$ cat config.mk
export PLATFORM = sky130hd
export DESIGN_NAME = token_fsm_param
export DESIGN_NICKNAME = d
export VERILOG_FILES = /design/src/rtl/token_fsm_param.sv
export SDC_FILE = /design/constraint.sdc
export NUM_CORES = 2
export LEC_CHECK = 0
export ABC_AREA = 0
export BUFFER_PORTS_ARGS = -buffer_cell sky130_fd_sc_hd__clkbuf_2
export CORE_MARGIN = 8
export CORE_UTILIZATION = 40
export CTS_CLUSTER_SIZE = 30
export DETAILED_ROUTE_END_ITERATION = 12
export GPL_ROUTABILITY_DRIVEN = 0
export SKIP_CTS_REPAIR_TIMING = 1
export SLEW_MARGIN = 25
export SYNTH_ARGS = -nofsm -noshare
export SYNTH_HDL_FRONTEND = slang
export SYNTH_SLANG_ARGS = --single-unit
export TNS_END_PERCENT = 30
$ cat constraint.sdc
create_clock -name clock -period 25.3 [get_ports clock]
set_clock_uncertainty 0.15 [all_clocks]
set_input_delay 1.265 -clock clock [delete_from_list [all_inputs] [get_ports clock]]
set_output_delay 1.265 -clock clock [all_outputs]
set_load 0.05 [all_outputs]
$ cat src/rtl/token_fsm_param.sv
// Per-tile DVFS token controller: exchanges token status/updates with NEIGH neighbours,
// rebalances tokens with a restoring divider and maps the budget to an LDO code via a LUT.
module token_fsm_param #(
  parameter int TOK_W    = 7,
  parameter int NEIGH    = 4,
  parameter int ADDR_W   = 5,
  parameter int LUT_AW   = 6,
  parameter int FREQ_W   = 8,
  parameter int RATE_W   = 12,
  parameter int COOL_CYC = 1000
) (
  input  logic                     clock,
  input  logic                     reset,
  input  logic                     enable,
  input  logic                     activity,
  input  logic [TOK_W-2:0]         max_tokens,
  input  logic                     pkt_in_valid,
  output logic                     pkt_in_ready,
  input  logic [31:0]              pkt_in_data,
  input  logic [ADDR_W-1:0]        pkt_in_src,
  output logic                     pkt_out_valid,
  input  logic                     pkt_out_ready,
  output logic [31:0]              pkt_out_data,
  output logic [ADDR_W-1:0]        pkt_out_addr,
  input  logic [NEIGH*ADDR_W-1:0]  neighbors_id,
  input  logic [RATE_W-1:0]        refresh_rate,
  input  logic                     lut_wr_en,
  input  logic [LUT_AW-1:0]        lut_addr,
  input  logic [FREQ_W-1:0]        lut_wdata,
  output logic [FREQ_W-1:0]        lut_rdata,
  input  logic                     thermal_overrun,
  input  logic                     tok_ovr_en,
  input  logic signed [TOK_W-1:0]  tok_ovr_val,
  output logic signed [TOK_W-1:0]  tokens,
  output logic [FREQ_W-1:0]        freq_target,
  output logic                     cooling
);

  localparam int NUM_W  = 2*TOK_W + 1;
  localparam int DVD_W  = 2*TOK_W;
  localparam int CNT_W  = $clog2(DVD_W);
  localparam int LUT_D  = 1 << LUT_AW;
  localparam int SIDE_W = (NEIGH > 1) ? $clog2(NEIGH) : 1;
  localparam int COOL_W = $clog2(COOL_CYC + 1);
  localparam logic signed [TOK_W-1:0] T_MAX = {1'b0, {(TOK_W-1){1'b1}}};
  localparam logic signed [TOK_W-1:0] T_MIN = {1'b1, {(TOK_W-1){1'b0}}};
  localparam logic [DVD_W-1:0] MAG_POS = DVD_W'(2**(TOK_W-1) - 1);
  localparam logic [DVD_W-1:0] MAG_NEG = DVD_W'(2**(TOK_W-1));

  localparam logic [2:0] S_IDLE      = 3'd0;
  localparam logic [2:0] S_SEND_STAT = 3'd1;
  localparam logic [2:0] S_DIV       = 3'd2;
  localparam logic [2:0] S_SEND_UPD  = 3'd3;
  localparam logic [2:0] S_COOL      = 3'd4;

  logic [2:0]               state;
  logic [RATE_W-1:0]        ref_cnt;
  logic [SIDE_W-1:0]        side;
  logic [COOL_W-1:0]        cool_cnt;
  logic [FREQ_W-1:0]        lut [LUT_D];
  logic [ADDR_W-1:0]        src_r;
  logic [DVD_W-1:0]         quo;
  logic [TOK_W-1:0]         rem;
  logic [TOK_W-1:0]         den_r;
  logic [CNT_W-1:0]         div_cnt;
  logic                     num_neg, den_zero;
  logic signed [TOK_W-1:0]  delta_r;

  function automatic logic signed [TOK_W-1:0] sat_add(input logic signed [TOK_W-1:0] a,
                                                      input logic signed [TOK_W-1:0] b);
    logic [TOK_W:0] s;
    s = {a[TOK_W-1], a} + {b[TOK_W-1], b};
    if (s[TOK_W] != s[TOK_W-1]) return s[TOK_W] ? T_MIN : T_MAX;
    return s[TOK_W-1:0];
  endfunction

  logic [TOK_W-2:0]         need, in_nr;
  logic signed [TOK_W-1:0]  in_delta, tok_nx, div_delta, fin_delta, neg_delta, zero_delta;
  logic                     in_acc, in_stat, out_hs, upd_ok, shed, fits;
  logic signed [NUM_W-1:0]  hr_x, hs_x, ns_x, nr_x, num_c, mag_full;
  logic [TOK_W-1:0]         den_c;
  logic [TOK_W:0]           diff0, trial, diff;
  logic [TOK_W-1:0]         rem_nx;
  logic [DVD_W-1:0]         quo_nx;
  logic [31:0]              stat_data, upd_data;
  int                       tok_i;
  logic [LUT_AW-1:0]        lut_idx;

  assign pkt_in_ready = !reset && (state == S_IDLE || state == S_COOL);
  assign cooling      = (state == S_COOL);

  // NOTE: every always_comb output is defaulted first so no path can leave a latch.
  always_comb begin
    need     = activity ? max_tokens : '0;
    in_acc   = pkt_in_valid && pkt_in_ready;
    in_stat  = pkt_in_data[31];
    in_delta = pkt_in_data[TOK_W-1:0];
    in_nr    = pkt_in_data[10+TOK_W-2:10];
    out_hs   = pkt_out_valid && pkt_out_ready;

    // Exchange operands sampled on the cycle the status packet is accepted
    hr_x     = {{(NUM_W-TOK_W){in_delta[TOK_W-1]}}, in_delta};
    hs_x     = {{(NUM_W-TOK_W){tokens[TOK_W-1]}}, tokens};
    ns_x     = {{(NUM_W-TOK_W+1){1'b0}}, need};
    nr_x     = {{(NUM_W-TOK_W+1){1'b0}}, in_nr};
    num_c    = hr_x * ns_x - hs_x * nr_x;
    mag_full = num_c[NUM_W-1] ? -num_c : num_c;
    den_c    = {1'b0, need} + {1'b0, in_nr};
    diff0    = {in_delta[TOK_W-1], in_delta} - {tokens[TOK_W-1], tokens};
    zero_delta = diff0[TOK_W:1];

    trial  = {rem, quo[DVD_W-1]};
    diff   = trial - {1'b0, den_r};
    fits   = (trial >= {1'b0, den_r});
    rem_nx = fits ? diff[TOK_W-1:0] : trial[TOK_W-1:0];
    quo_nx = {quo[DVD_W-2:0], fits};
    if (num_neg) div_delta = (quo_nx > MAG_NEG) ? T_MIN : -quo_nx[TOK_W-1:0];
    else         div_delta = (quo_nx > MAG_POS) ? T_MAX : quo_nx[TOK_W-1:0];
    fin_delta = den_zero ? delta_r : div_delta;
    neg_delta = (fin_delta == T_MIN) ? T_MAX : -fin_delta;

    stat_data = '0;
    stat_data[31] = 1'b1;
    stat_data[10+TOK_W-2:10] = need;
    stat_data[TOK_W-1:0] = tokens;
    upd_data = '0;
    upd_data[TOK_W-1:0] = neg_delta;

    upd_ok = in_acc && !in_stat && (state == S_COOL || enable);
    shed   = thermal_overrun && (state == S_COOL || (state == S_IDLE && enable));
    tok_nx = tokens;
    if (state == S_SEND_UPD && out_hs) tok_nx = sat_add(tokens, delta_r);
    if (upd_ok) tok_nx = sat_add(tokens, in_delta);
    if (shed && !tok_nx[TOK_W-1] && tok_nx != '0) tok_nx = tok_nx - TOK_W'(1);
    if (tok_ovr_en) tok_nx = tok_ovr_val;

    tok_i = int'(tokens);
    if (tok_i < 0)           lut_idx = '0;
    else if (tok_i >= LUT_D) lut_idx = '1;
    else                     lut_idx = tok_i[LUT_AW-1:0];
  end

  logic unused_bits;
  assign unused_bits = ^{pkt_in_data[30:10+TOK_W-1], pkt_in_data[9:TOK_W], diff[TOK_W],
                         mag_full[NUM_W-1:DVD_W]};

  always_ff @(posedge clock or posedge reset) begin
    if (reset) begin
      state         <= S_IDLE;
      tokens        <= '0;
      ref_cnt       <= '0;
      side          <= '0;
      cool_cnt      <= '0;
      src_r         <= '0;
      quo           <= '0;
      rem           <= '0;
      den_r         <= '0;
      div_cnt       <= '0;
      num_neg       <= 1'b0;
      den_zero      <= 1'b0;
      delta_r       <= '0;
      pkt_out_valid <= 1'b0;
      pkt_out_data  <= '0;
      pkt_out_addr  <= '0;
      freq_target   <= '0;
      lut_rdata     <= '0;
      // NOTE: the LUT must read back as zero after reset, so it is cleared here; this
      // keeps it in flops rather than a RAM macro, which is acceptable at this depth.
      for (int i = 0; i < LUT_D; i++) lut[i] <= '0;
    end else begin
      tokens      <= tok_nx;
      freq_target <= (state == S_COOL) ? lut[0] : lut[lut_idx];
      lut_rdata   <= lut[lut_addr];
      if (lut_wr_en) lut[lut_addr] <= lut_wdata;

      case (state)
        S_IDLE: begin
          ref_cnt <= ref_cnt + RATE_W'(1);
          if (!enable) begin
            ref_cnt <= '0;
          end else if (thermal_overrun) begin
            state    <= S_COOL;
            cool_cnt <= COOL_W'(COOL_CYC);
          end else if (in_acc && in_stat) begin
            state    <= S_DIV;
            src_r    <= pkt_in_src;
            den_r    <= den_c;
            den_zero <= (den_c == '0);
            num_neg  <= num_c[NUM_W-1];
            quo      <= mag_full[DVD_W-1:0];
            rem      <= '0;
            div_cnt  <= CNT_W'(DVD_W - 1);
            delta_r  <= zero_delta;
          end else if (ref_cnt >= refresh_rate) begin
            state         <= S_SEND_STAT;
            ref_cnt       <= '0;
            pkt_out_valid <= 1'b1;
            pkt_out_addr  <= neighbors_id[int'(side)*ADDR_W +: ADDR_W];
            pkt_out_data  <= stat_data;
          end
        end
        S_SEND_STAT: begin
          if (!enable) begin
            state         <= S_IDLE;
            ref_cnt       <= '0;
            pkt_out_valid <= 1'b0;
          end else if (pkt_out_ready) begin
            state         <= S_IDLE;
            pkt_out_valid <= 1'b0;
            side          <= (side == SIDE_W'(NEIGH - 1)) ? '0 : side + SIDE_W'(1);
          end
        end
        S_DIV: begin
          if (den_zero || div_cnt == '0) begin
            state         <= S_SEND_UPD;
            delta_r       <= fin_delta;
            pkt_out_valid <= 1'b1;
            pkt_out_addr  <= src_r;
            pkt_out_data  <= upd_data;
          end else begin
            rem     <= rem_nx;
            quo     <= quo_nx;
            div_cnt <= div_cnt - CNT_W'(1);
          end
        end
        S_SEND_UPD: begin
          if (pkt_out_ready) begin
            state         <= S_IDLE;
            pkt_out_valid <= 1'b0;
          end
        end
        S_COOL: begin
          if (thermal_overrun) begin
            cool_cnt <= COOL_W'(COOL_CYC);
          end else if (cool_cnt <= COOL_W'(1)) begin
            state    <= S_IDLE;
            cool_cnt <= '0;
          end else begin
            cool_cnt <= cool_cnt - COOL_W'(1);
          end
        end
        default: state <= S_IDLE;
      endcase
    end
  end

endmodule

==> impl_metrics.yaml <==
min_path:
  hold_class: "reg2reg"
  hp-start: "src_r[2]$_DFFE_PP0P_"
  hold_depth: 2
clock_tree:
  cts-root-buf: "clkbuf_16"
  cts_buffers: 71
  cts_max_path_buffers: 3
  clk_pin_slew_ns: 0.06
  ctsHtreeMaxLevel: 3
  insertion_delay_ns: 0.63
  cts_num_sinks: 628
  cts_tree: "done"
detailed_routing:
  top_layer: "met4"
  wire_per_inst_um: 24.4
  drc: 0
  firstDrtPassIters: 5
  wl_met3_um: 8350
  met2_length_um: 52900
  antenna_left: 0
  met1Wirelength_um: 50900
  drt-initial-drc-count: 2551
  dr_total_vias: 27800
  via_per_inst: 5.87
  totalWireLength_um: 116000
yosys:
  ys_seq_area_frac: 0.396
  synth_edf_count: 0
  synth_cell_type_count: 99
  yosys.area.top_type: "dfrtp_1"
  synth_area_leaders: "dfrtp_1 (40%), mux2_2 (15%), mux4_2 (12%)"
  synth_area_um2: 39600
  synth_top_flop_cell: "dfrtp_1"
  synth.most_common_cell: "dfrtp_1"
  async_flop_share: 1.00
  synth.avg_cell_area_um2: 11.7
  yosys-top-cells-count: "dfrtp_1 (628), mux2_2 (516), nand2_1 (280)"
  yosysWarnings: 0
  ys_ff_latch: 628
  syn_inst: 3376
  synth_top_area_frac: 0.396
floorplan:
  start_util: 0.403
  num_rows: 115
  core_um2: 98300
  design.die.area_um2: 109000
  die_w_um: 331
  die_y_um: 331
  ios: 168
place:
  place_area_um2: 41400
  dp_cells: 4612
  dp_hpwl_um: 76300
  port_buffers: 131
sta:
  fin_setup_tns_ns: 0
  rsz0062_at_grt: "no"
  finalMaxSlewViolations: 0
  tightest_slew_ns: 1.10
  finalSetupViolations: 0
  final-hold-violation-count: 0
  post-route-period-util: 0.299
  fin_crit_ns: 7.56
  slew_headroom: 0.262
  max_freq_mhz: 132
pwr:
  finalPower_w: 0.00448
  power_leakage_nw: 20.0
  power.density_nw_per_um2: 102
  ir_worst_vdd_mv: 0.219
worst_setup_path:
  worstReg2RegStart: "tokens[2]$_DFF_PP0_"
  worstSetupPathType: "in2reg"
  startpoint_type: "input port"
  worst_setup_path_end_kind: "flip-flop"
  ff2ff_path_depth: 21
  worstPathMaxFanout: 36
  cp-startpoint: "activity"
  cp.required_ns: 25.65
  arrival_ns: 7.91
finish:
  areaGrowthSynthToFinish_pct: 10.7
  fin_util: 0.447
  fillers: 9146
  fin_nets: 3698
  drive_above_1_share: 0.316
  final_area_um2: 43900
  fin_cells: 4744
grt:
  grt_pass1_wl_um: 178000
  grt_pass1_vias: 28300
  grtUsageTotal: 0.211
  grt_max_degree: 118
  grt_overflow_total: 0
  antenna_found_initial: 1
job:
  drv_cap: 0
status:
  status: "complete, no violations"
worst paths after layout:
| check | to | slack, ns |
|---|---|---|
| hold reg to reg | src_r[2]$_DFFE_PP0P_ | 0.32 |
| setup reg to reg | quo[13]$_DFFE_PP0P_ | 18.29 |
| hold / removal | src_r[2]$_DFFE_PP0P_ | 0.32 |
| setup / recovery | quo[13]$_DFFE_PP0P_ | 17.74 |
| min in group asynchronous | ref_cnt[3]$_DFFE_PP0P_ | 0.71 |
| max in group asynchronous | lut[313]$_DFFE_PP0P_ | 21.42 |
final cells by class:
| cell class | instances | area, um2 | area share |
|---|---|---|---|
| sequential | 628 | 15700 | 0.358 |
| tap | 1287 | 1610 | 0.0367 |
| inverter | 200 | 758 | 0.0173 |
| clock buffer | 97 | 2030 | 0.0461 |
| clock inverter | 31 | 470 | 0.0107 |
| multi-input combinational | 2318 | 22200 | 0.507 |
| antenna | 3 | 7.51 | 0.000171 |
| timing repair buffer | 180 | 1060 | 0.0241 |
power by group:
| part | internal, W | switching [W] |
|---|---|---|
| clock | 0.000650 | 0.000453 |
| combinational | 0.000931 | 0.00122 |
| sequential | 0.00112 | 0.0000961 |
| total | 0.00270 | 0.00177 |
sequential cells by signal, summed over array words and instances, names as in the netlist, 5 cells and up:
signal        cells
delta_r           7
freq_target       8
lut             512
quo              14
pkt_out_data     14
ref_cnt          12
tokens            7
pkt_out_addr      5
lut_rdata         8
den_r             7
cool_cnt         10
src_r             5
rem               7
cell families after synthesis:
group                      after synthesis  share of synthesized area
muxes                                  839                      0.295
and+or+nand+nor                        673                     0.0810
DFF                                    628                      0.396
AOI/OAI and AO/OA                      545                     0.0922
buffers and inverters                  447                     0.0456
adders and majority gates              194                     0.0788
xor gates and xnor gates                49                     0.0108
other                                    1                  0.0000946
metal layers:
| metal | global-route usage | vias to the layer above |
|---|---|---|
| met2 | 0.329 | 933 |
| met4 | 0.0648 | 0 |
| li1 | - | 12300 |
| met5 | 0 | - |
| met1 | 0.298 | 14400 |
| met3 | 0.0396 | 176 |
layout by cell type (no fill, tap or decap), types with 32 or more instances in the layout:
| cell | instances |
|---|---|
| nor3_1 | 32 |
| mux2_2 | 516 |
| o22ai_1 | 65 |
| mux2i_1 | 110 |
| clkbuf_16 | 72 |
| fa_1 | 93 |
| clkbuf_2 | 128 |
| nand2_1 | 277 |
| o21ai_0 | 142 |
| nor2_1 | 133 |
| mux4_2 | 212 |
| o21ai_1 | 32 |
| o211ai_1 | 52 |
| dfrtp_1 | 625 |
| and2_1 | 32 |
| a21oi_1 | 82 |
| inv_1 | 195 |
| ha_1 | 101 |
| buf_4 | 48 |
| xnor2_1 | 37 |
| and3_1 | 44 |
critical path, cell delays in order:
cell	delay, ns
clkbuf_2	0.40
and2_1	0.36
nand2_1	0.13
fa_1	0.52
fa_1	0.52
fa_1	0.52
inv_1	0.05
fa_1	0.47
fa_1	0.55
inv_1	0.06
fa_1	0.54
inv_1	0.05
ha_1	0.37
a211oi_1	0.35
nor2_1	0.10
o21ai_0	0.20
a22oi_1	0.14
or4_1	0.45
nor4_1	0.40
nor4_1	0.09
or3_1	0.37
through the flow:
step	setup slack, ns	hold slack (ns)
after floorplan	6.30	0.295
after detailed placement	17.15	0.313
final	17.74	0.322
after CTS	17.77	0.328
after global routing	17.41	0.336
after global placement	17.24	0.311
Power figures use the tool's default switching activity.
